$ cat config.mk
export PLATFORM = sky130hd
export DESIGN_NAME = instr_encode
export DESIGN_NICKNAME = d
export VERILOG_FILES = /design/src/rtl/instr_pkg.sv /design/src/rtl/instr_pack.sv /design/src/rtl/instr_encode.sv
export SDC_FILE = /design/constraint.sdc
export NUM_CORES = 1
export LEC_CHECK = 0
export ABC_AREA = 1
export CAP_MARGIN = 40
export CORE_ASPECT_RATIO = 0.7
export CORE_UTILIZATION = 50
export CTS_CLUSTER_SIZE = 16
export DETAILED_ROUTE_END_ITERATION = 16
export PLACE_DENSITY = 0.86
export SETUP_SLACK_MARGIN = 0.4
export SLEW_MARGIN = 5
export SYNTH_ARGS = -nofsm -noshare
export SYNTH_HDL_FRONTEND = slang
export SYNTH_SLANG_ARGS = --single-unit
$ cat constraint.sdc
create_clock -name clk -period 3.1 [get_ports clk]
set_input_delay 0.62 -clock clk [delete_from_list [all_inputs] [get_ports clk]]
set_output_delay 0.62 -clock clk [all_outputs]
set_load 0.05 [all_outputs]
$ cat src/rtl/instr_pkg.sv
// Shared types and constants for the RV32I instruction encoder.
package instr_pkg;

    typedef enum logic [2:0] {
        FMT_R = 3'd0,
        FMT_I = 3'd1,
        FMT_S = 3'd2,
        FMT_B = 3'd3,
        FMT_U = 3'd4,
        FMT_J = 3'd5
    } fmt_t;

    typedef enum logic [1:0] {
        ST_IDLE = 2'd0,
        ST_RUN  = 2'd1,
        ST_DONE = 2'd2
    } state_t;

    localparam logic [6:0] OP_LUI    = 7'h37;
    localparam logic [6:0] OP_AUIPC  = 7'h17;
    localparam logic [6:0] OP_JAL    = 7'h6F;
    localparam logic [6:0] OP_JALR   = 7'h67;
    localparam logic [6:0] OP_BRANCH = 7'h63;
    localparam logic [6:0] OP_LOAD   = 7'h03;
    localparam logic [6:0] OP_STORE  = 7'h23;
    localparam logic [6:0] OP_IMM    = 7'h13;
    localparam logic [6:0] OP_REG    = 7'h33;

    localparam logic [31:0] NOP_INSTR = 32'h0000_0013;

endpackage

$ cat src/rtl/instr_pack.sv
// Combinational RV32I field packer; optional immediate range/alignment
// checking is compiled in with the IMM_CHECK_EN macro.
module instr_pack
    import instr_pkg::*;
(
    input  logic [2:0]  i_fmt,
    input  logic [6:0]  i_opcode,
    input  logic [4:0]  i_rd,
    input  logic [4:0]  i_rs1,
    input  logic [4:0]  i_rs2,
    input  logic [2:0]  i_funct3,
    input  logic [6:0]  i_funct7,
    input  logic [31:0] i_imm,
    output logic [31:0] o_instr,
    output logic        o_err
);

    fmt_t w_fmt;
    logic w_fmt_err;

    assign w_fmt = fmt_t'(i_fmt);

    always_comb begin
        o_instr   = NOP_INSTR;
        w_fmt_err = 1'b0;
        case (w_fmt)
            FMT_R: o_instr = {i_funct7, i_rs2, i_rs1, i_funct3, i_rd, i_opcode};
            FMT_I: o_instr = {i_imm[11:0], i_rs1, i_funct3, i_rd, i_opcode};
            FMT_S: o_instr = {i_imm[11:5], i_rs2, i_rs1, i_funct3, i_imm[4:0], i_opcode};
            FMT_B: o_instr = {i_imm[12], i_imm[10:5], i_rs2, i_rs1, i_funct3,
                              i_imm[4:1], i_imm[11], i_opcode};
            FMT_U: o_instr = {i_imm[31:12], i_rd, i_opcode};
            FMT_J: o_instr = {i_imm[20], i_imm[10:1], i_imm[11], i_imm[19:12],
                              i_rd, i_opcode};
            default: begin
                o_instr   = NOP_INSTR;
                w_fmt_err = 1'b1;
            end
        endcase
    end

`ifdef IMM_CHECK_EN
    logic signed [31:0] w_imm;
    logic               w_imm_err;

    assign w_imm = i_imm;

    // Out-of-range words are still packed (truncated); only the flag is raised.
    always_comb begin
        w_imm_err = 1'b0;
        case (w_fmt)
            FMT_I, FMT_S: w_imm_err = (w_imm < -32'sd2048) || (w_imm > 32'sd2047);
            FMT_B:        w_imm_err = (w_imm < -32'sd4096) || (w_imm > 32'sd4094) || w_imm[0];
            FMT_J:        w_imm_err = (w_imm < -32'sd1048576) || (w_imm > 32'sd1048574)
                                      || w_imm[0];
            FMT_U:        w_imm_err = (w_imm[11:0] != 12'd0);
            default:      w_imm_err = 1'b0;
        endcase
    end

    assign o_err = w_fmt_err || w_imm_err;
`else
    assign o_err = w_fmt_err;
`endif

endmodule

$ cat src/rtl/instr_encode.sv
// RV32I encoder top: output register, program FSM, address and word counters.
// Optional immediate checking in instr_pack is enabled with IMM_CHECK_EN.
module instr_encode
    import instr_pkg::*;
#(
    parameter logic [31:0] BASE_ADDR = 32'h0000_0000,
    parameter int          CNT_W     = 16
) (
    input  logic             clk,
    input  logic             rst,
    input  logic             in_valid,
    output logic             in_ready,
    input  logic [2:0]       in_fmt,
    input  logic [6:0]       in_opcode,
    input  logic [4:0]       in_rd,
    input  logic [4:0]       in_rs1,
    input  logic [4:0]       in_rs2,
    input  logic [2:0]       in_funct3,
    input  logic [6:0]       in_funct7,
    input  logic [31:0]      in_imm,
    input  logic             in_last,
    output logic             out_valid,
    input  logic             out_ready,
    output logic [31:0]      out_instr,
    output logic [31:0]      out_addr,
    output logic             out_err,
    output logic             done,
    output logic [CNT_W-1:0] word_cnt,
    output logic             err_sticky
);

    state_t            r_state;
    state_t            w_state_next;
    logic              r_valid;
    logic [31:0]       r_instr;
    logic [31:0]       r_addr;
    logic              r_err;
    logic              r_last;
    logic [CNT_W-1:0]  r_cnt;
    logic              r_sticky;

    logic              w_in_xfer;
    logic              w_out_xfer;
    logic [31:0]       w_instr;
    logic              w_err;
    logic [31:0]       w_addr_base;
    logic [CNT_W-1:0]  w_cnt_base;
    logic              w_sticky_base;

    instr_pack u_pack (
        .i_fmt    (in_fmt),
        .i_opcode (in_opcode),
        .i_rd     (in_rd),
        .i_rs1    (in_rs1),
        .i_rs2    (in_rs2),
        .i_funct3 (in_funct3),
        .i_funct7 (in_funct7),
        .i_imm    (in_imm),
        .o_instr  (w_instr),
        .o_err    (w_err)
    );

    assign in_ready   = !r_valid || out_ready;
    assign w_in_xfer  = in_valid && in_ready;
    assign w_out_xfer = r_valid && out_ready;

    // A word may already belong to the next program while in DONE, so DONE
    // goes straight back to RUN when one is held or arriving.
    always_comb begin
        w_state_next = r_state;
        case (r_state)
            ST_IDLE: if (w_in_xfer) w_state_next = ST_RUN;
            ST_RUN:  if (w_out_xfer && r_last) w_state_next = ST_DONE;
            ST_DONE: begin
                if (w_out_xfer && r_last)      w_state_next = ST_DONE;
                else if (r_valid || w_in_xfer) w_state_next = ST_RUN;
                else                           w_state_next = ST_IDLE;
            end
            default: w_state_next = ST_IDLE;
        endcase
    end

    assign w_addr_base   = (r_state == ST_DONE) ? BASE_ADDR : r_addr;
    assign w_cnt_base    = (r_state == ST_DONE) ? '0 : r_cnt;
    assign w_sticky_base = (r_state == ST_DONE) ? (r_valid && r_err) : r_sticky;

    always_ff @(posedge clk) begin
        if (rst) begin
            r_state  <= ST_IDLE;
            r_valid  <= 1'b0;
            r_instr  <= '0;
            r_addr   <= BASE_ADDR;
            r_err    <= 1'b0;
            r_last   <= 1'b0;
            r_cnt    <= '0;
            r_sticky <= 1'b0;
        end else begin
            r_state <= w_state_next;
            if (w_in_xfer) begin
                r_valid <= 1'b1;
                r_instr <= w_instr;
                r_err   <= w_err;
                r_last  <= in_last;
            end else if (w_out_xfer) begin
                r_valid <= 1'b0;
            end
            // After a last word the next load starts the new program at BASE_ADDR.
            if (w_out_xfer) begin
                r_addr <= r_last ? BASE_ADDR : w_addr_base + 32'd4;
                r_cnt  <= (w_cnt_base == {CNT_W{1'b1}}) ? w_cnt_base : w_cnt_base + CNT_W'(1);
            end else begin
                r_addr <= w_addr_base;
                r_cnt  <= w_cnt_base;
            end
            r_sticky <= w_sticky_base || (w_in_xfer && w_err);
        end
    end

    assign out_valid  = r_valid;
    assign out_instr  = r_instr;
    assign out_addr   = r_addr;
    assign out_err    = r_err;
    assign done       = (r_state == ST_DONE);
    assign word_cnt   = r_cnt;
    assign err_sticky = r_sticky;

endmodule

==> key figures <==
Outcome
  – Status: complete, no violations

Pwr
  – PwrDens: 388 mW/mm^2
  – Lkg Pwr: 2.64 nW
  – Pwr Total: 2.62 mW
  – VDD IR-drop max: 0.416 mV

Routing
  – Antenna-violating nets left: 0
  – DR pass1 iterations: 5
  – Iteration-0 DRC Markers: 379
  – Vias per cell: 5.29
  – Remaining DRCs: 0
  – Final WL: 14.3 mm
  – Wire length per cell: 13.9 um
  – DR vias: 5443

Timing
  – Highest clock rate: 0.407 GHz
  – Worst Clk Skew: 0.00776 ns
  – Post-route minimum period: 2.46 ns
  – Slew headroom: 63.0%
  – Max Slew Vio Count: 0
  – Setup Viol. Count Final: 0
  – Worst-Margin Slew: 0.553 ns
  – Sum Neg Setup Slack: 0 ns
  – RSZ-0062 raised after global routing: no
  – Final worst path period share: 79.3%
  – Hold Fails Final Rpt: 0

Place
  – DP HPWL: 10.6 mm
  – Final weighted congestion in routability-driven placement: 0.930
  – Port Buffers: 156
  – Cell Area, Placed: 0.00645 mm^2

Logic synthesis
  – Syn nets: 826
  – Yosys top cell by area: dfxtp_1
  – Cell with the most instances after synthesis: nand2_1
  – Synthesized area: 0.00480 mm^2
  – Async SR Flop Fraction: 0%
  – Main synth FF type: dfxtp_1
  – Sequential area share after synthesis: 35.8%
  – Synthesized area per cell: 6.39 um^2
  – Share of the synthesized area in the top cell type: 35.8%
  – Number of synthesized flops with an enable pin: 0
  – Most common library cells after synthesis: 227 x nand2_1, 95 x nor2_1, 86 x dfxtp_1, 80 x inv_1, 63 x a21oi_1
  – Syn Inst Count: 752
  – Synth Register Bits: 86
  – Largest cells by area after synthesis: dfxtp_1 36%, nand2_1 18%, nor2_1 7.4%
  – Library cells used by synthesis: 40
  – Yosys Warn Count: 0

Clock tree
  – Clock transition at the registers of the reported paths: 0.06 ns
  – Post-CTS setup buffer count: 0
  – Max clock buf depth: 2
  – CTS Sinks: 86
  – Worst-skew pair later-pin latency: 0.34 ns
  – Clk root buf: clkbuf_16
  – CTS tree: built
  – Htree depth: 3
  – Num CTS Buffers: 9

Floorplanning
  – Die Y: 84.0 um
  – Die area: 0.0100 mm^2
  – Row cnt: 29
  – Io pins: 157
  – CORE AREA: 0.00918 mm^2
  – Die width: 119 um
  – Starting density of the core: 52.3%

Global route
  – Global Route Usage Sum: 29.3%
  – Pin count of the biggest net entering global routing: 46
  – Initial antenna violation count: 0
  – Number of global-route vias before repair: 5122
  – First-pass GRT wire length: 23.7 mm
  – Overflow left after global routing: 0

Job
  – Max-Cap Viols: 0

Setup path
  – Critical path class: flop to primary output
  – CP required: 2.48 ns
  – CP Max Fanout: 9
  – CP endpoint kind: primary output
  – Startpoint Class: flop
  – Worst Path Arrival: 1.84 ns

Min path
  – Hold Path Class: flop to flop

Finish
  – Fin nets: 974
  – Final instance area: 0.00674 mm^2
  – # diodes: 0
  – Layout cells sized above 1: 7.51%
  – Area Overhead vs Synth: 40.3%
## registers in the layout, summed over array words and instances, names as in the netlist
name / count
out_err: 1
out_addr: 32
word_cnt: 16
err_sticky: 1
r_last: 1
out_valid: 1
out_instr: 32
r_state: 2
## area by class of cell
class / count / area [um^2]
timing repair buffer: 165 / 1630
sequential: 86 / 1720
clock inverter: 4 / 31.3
clock buffer: 12 / 256
multi-input combinational: 553 / 2630
inverter: 85 / 319
tap: 124 / 155
fill: 712 / 2440
## what timing repair did
action	4_1_cts	5_1_grt
resized for setup	1	1
hold buffers	0	0
endpoints found under the hold margin	0	0
pin swaps	0	0
setup endpoints to repair	1	1
## routing by layer
metal	up-vias	routed length, um	track usage, %	share of wire, %
met4	0	244	9.32	1.7
met1	2468	6380	37.3	45
li1	2702	-	-	-
met5	-	0	0	0
met3	32	1220	8.40	8.5
met2	241	6470	47.6	45
## per-stage QoR
| stage | hold slack (ns) | setup WS (ns) | std cells | utilization [%] |
|---|---|---|---|---|
| 3_5_place_dp | 0.446 | 0.415 | 1013 | 70.3 |
| 2_1_floorplan | 0.479 | 0.825 | 752 | - |
| 4_1_cts | 0.460 | 0.407 | 1029 | 73.4 |
| 3_3_place_gp | 0.433 | 0.427 | 1013 | 70.3 |
| 5_1_grt | 0.478 | 0.487 | 1029 | 73.4 |
| 6_report | 0.458 | 0.641 | 1029 | 73.4 |
## worst paths after layout
kind | start | end | slack (ns) | depth (start not counted)
min | out_addr[1]$_SDFF_PP0_ | out_addr[1]$_SDFF_PP0_ | 0.46 | 2
max | r_state[1]$_SDFFE_PP0P_ | done | 0.64 | 3
max reg2reg | r_state[1]$_SDFFE_PP0P_ | out_addr[12]$_SDFF_PP0_ | 0.71 | 13
min reg2reg | out_addr[1]$_SDFF_PP0_ | out_addr[1]$_SDFF_PP0_ | 0.46 | 2
## logic make-up (layout without fill, tap and decap cells)
group,count (synthesis),in the layout,share of synthesized area (%)
AOI/OAI and AO/OA,103,103,12.1
xor gates and xnor gates,8,8,1.46
adders and majority gates,2,2,0.521
buffers and inverters,113,266,9.40
DFF,86,86,35.8
and+or+nand+nor,440,440,40.7
## layout by cell type (no fill, tap or decap), types with 2 or more instances in the layout
cell             instances
nand2_1                227
inv_2                    4
a31oi_1                  2
nor3_2                   2
clkbuf_8                 2
o21ai_1                  4
nand4_1                 14
nor2_4                   3
a21oi_1                 63
a22o_1                   8
nand3_2                  5
ha_1                     2
buf_4                    9
xor2_1                   5
nand4_2                  2
nor2_1                  95
o221a_2                  3
xnor2_1                  3
nor3_1                  12
nand2_2                  5
nor2_2                  11
inv_1                   80
clkinvlp_4               3
dfxtp_1                 86
nand3_1                 54
o21ai_0                 19
or2_2                    3
clkdlybuf4s50_1        153
clkbuf_16                9
## worst max-delay path, stage by stage, from the launching register on
cell and delay [ns]:
dfxtp_1 0.44, inv_1 0.08, nor2_2 0.39, dlygate4sd2_1 0.59
## power breakdown
part / internal, mW / leakage [nW] / switching, mW
Combinational: 0.178 / 1.81 / 0.249
Sequential: 1.14 / 0.699 / 0.0208
Clock: 0.588 / 0.131 / 0.443
(Power assumes the default switching activity.)
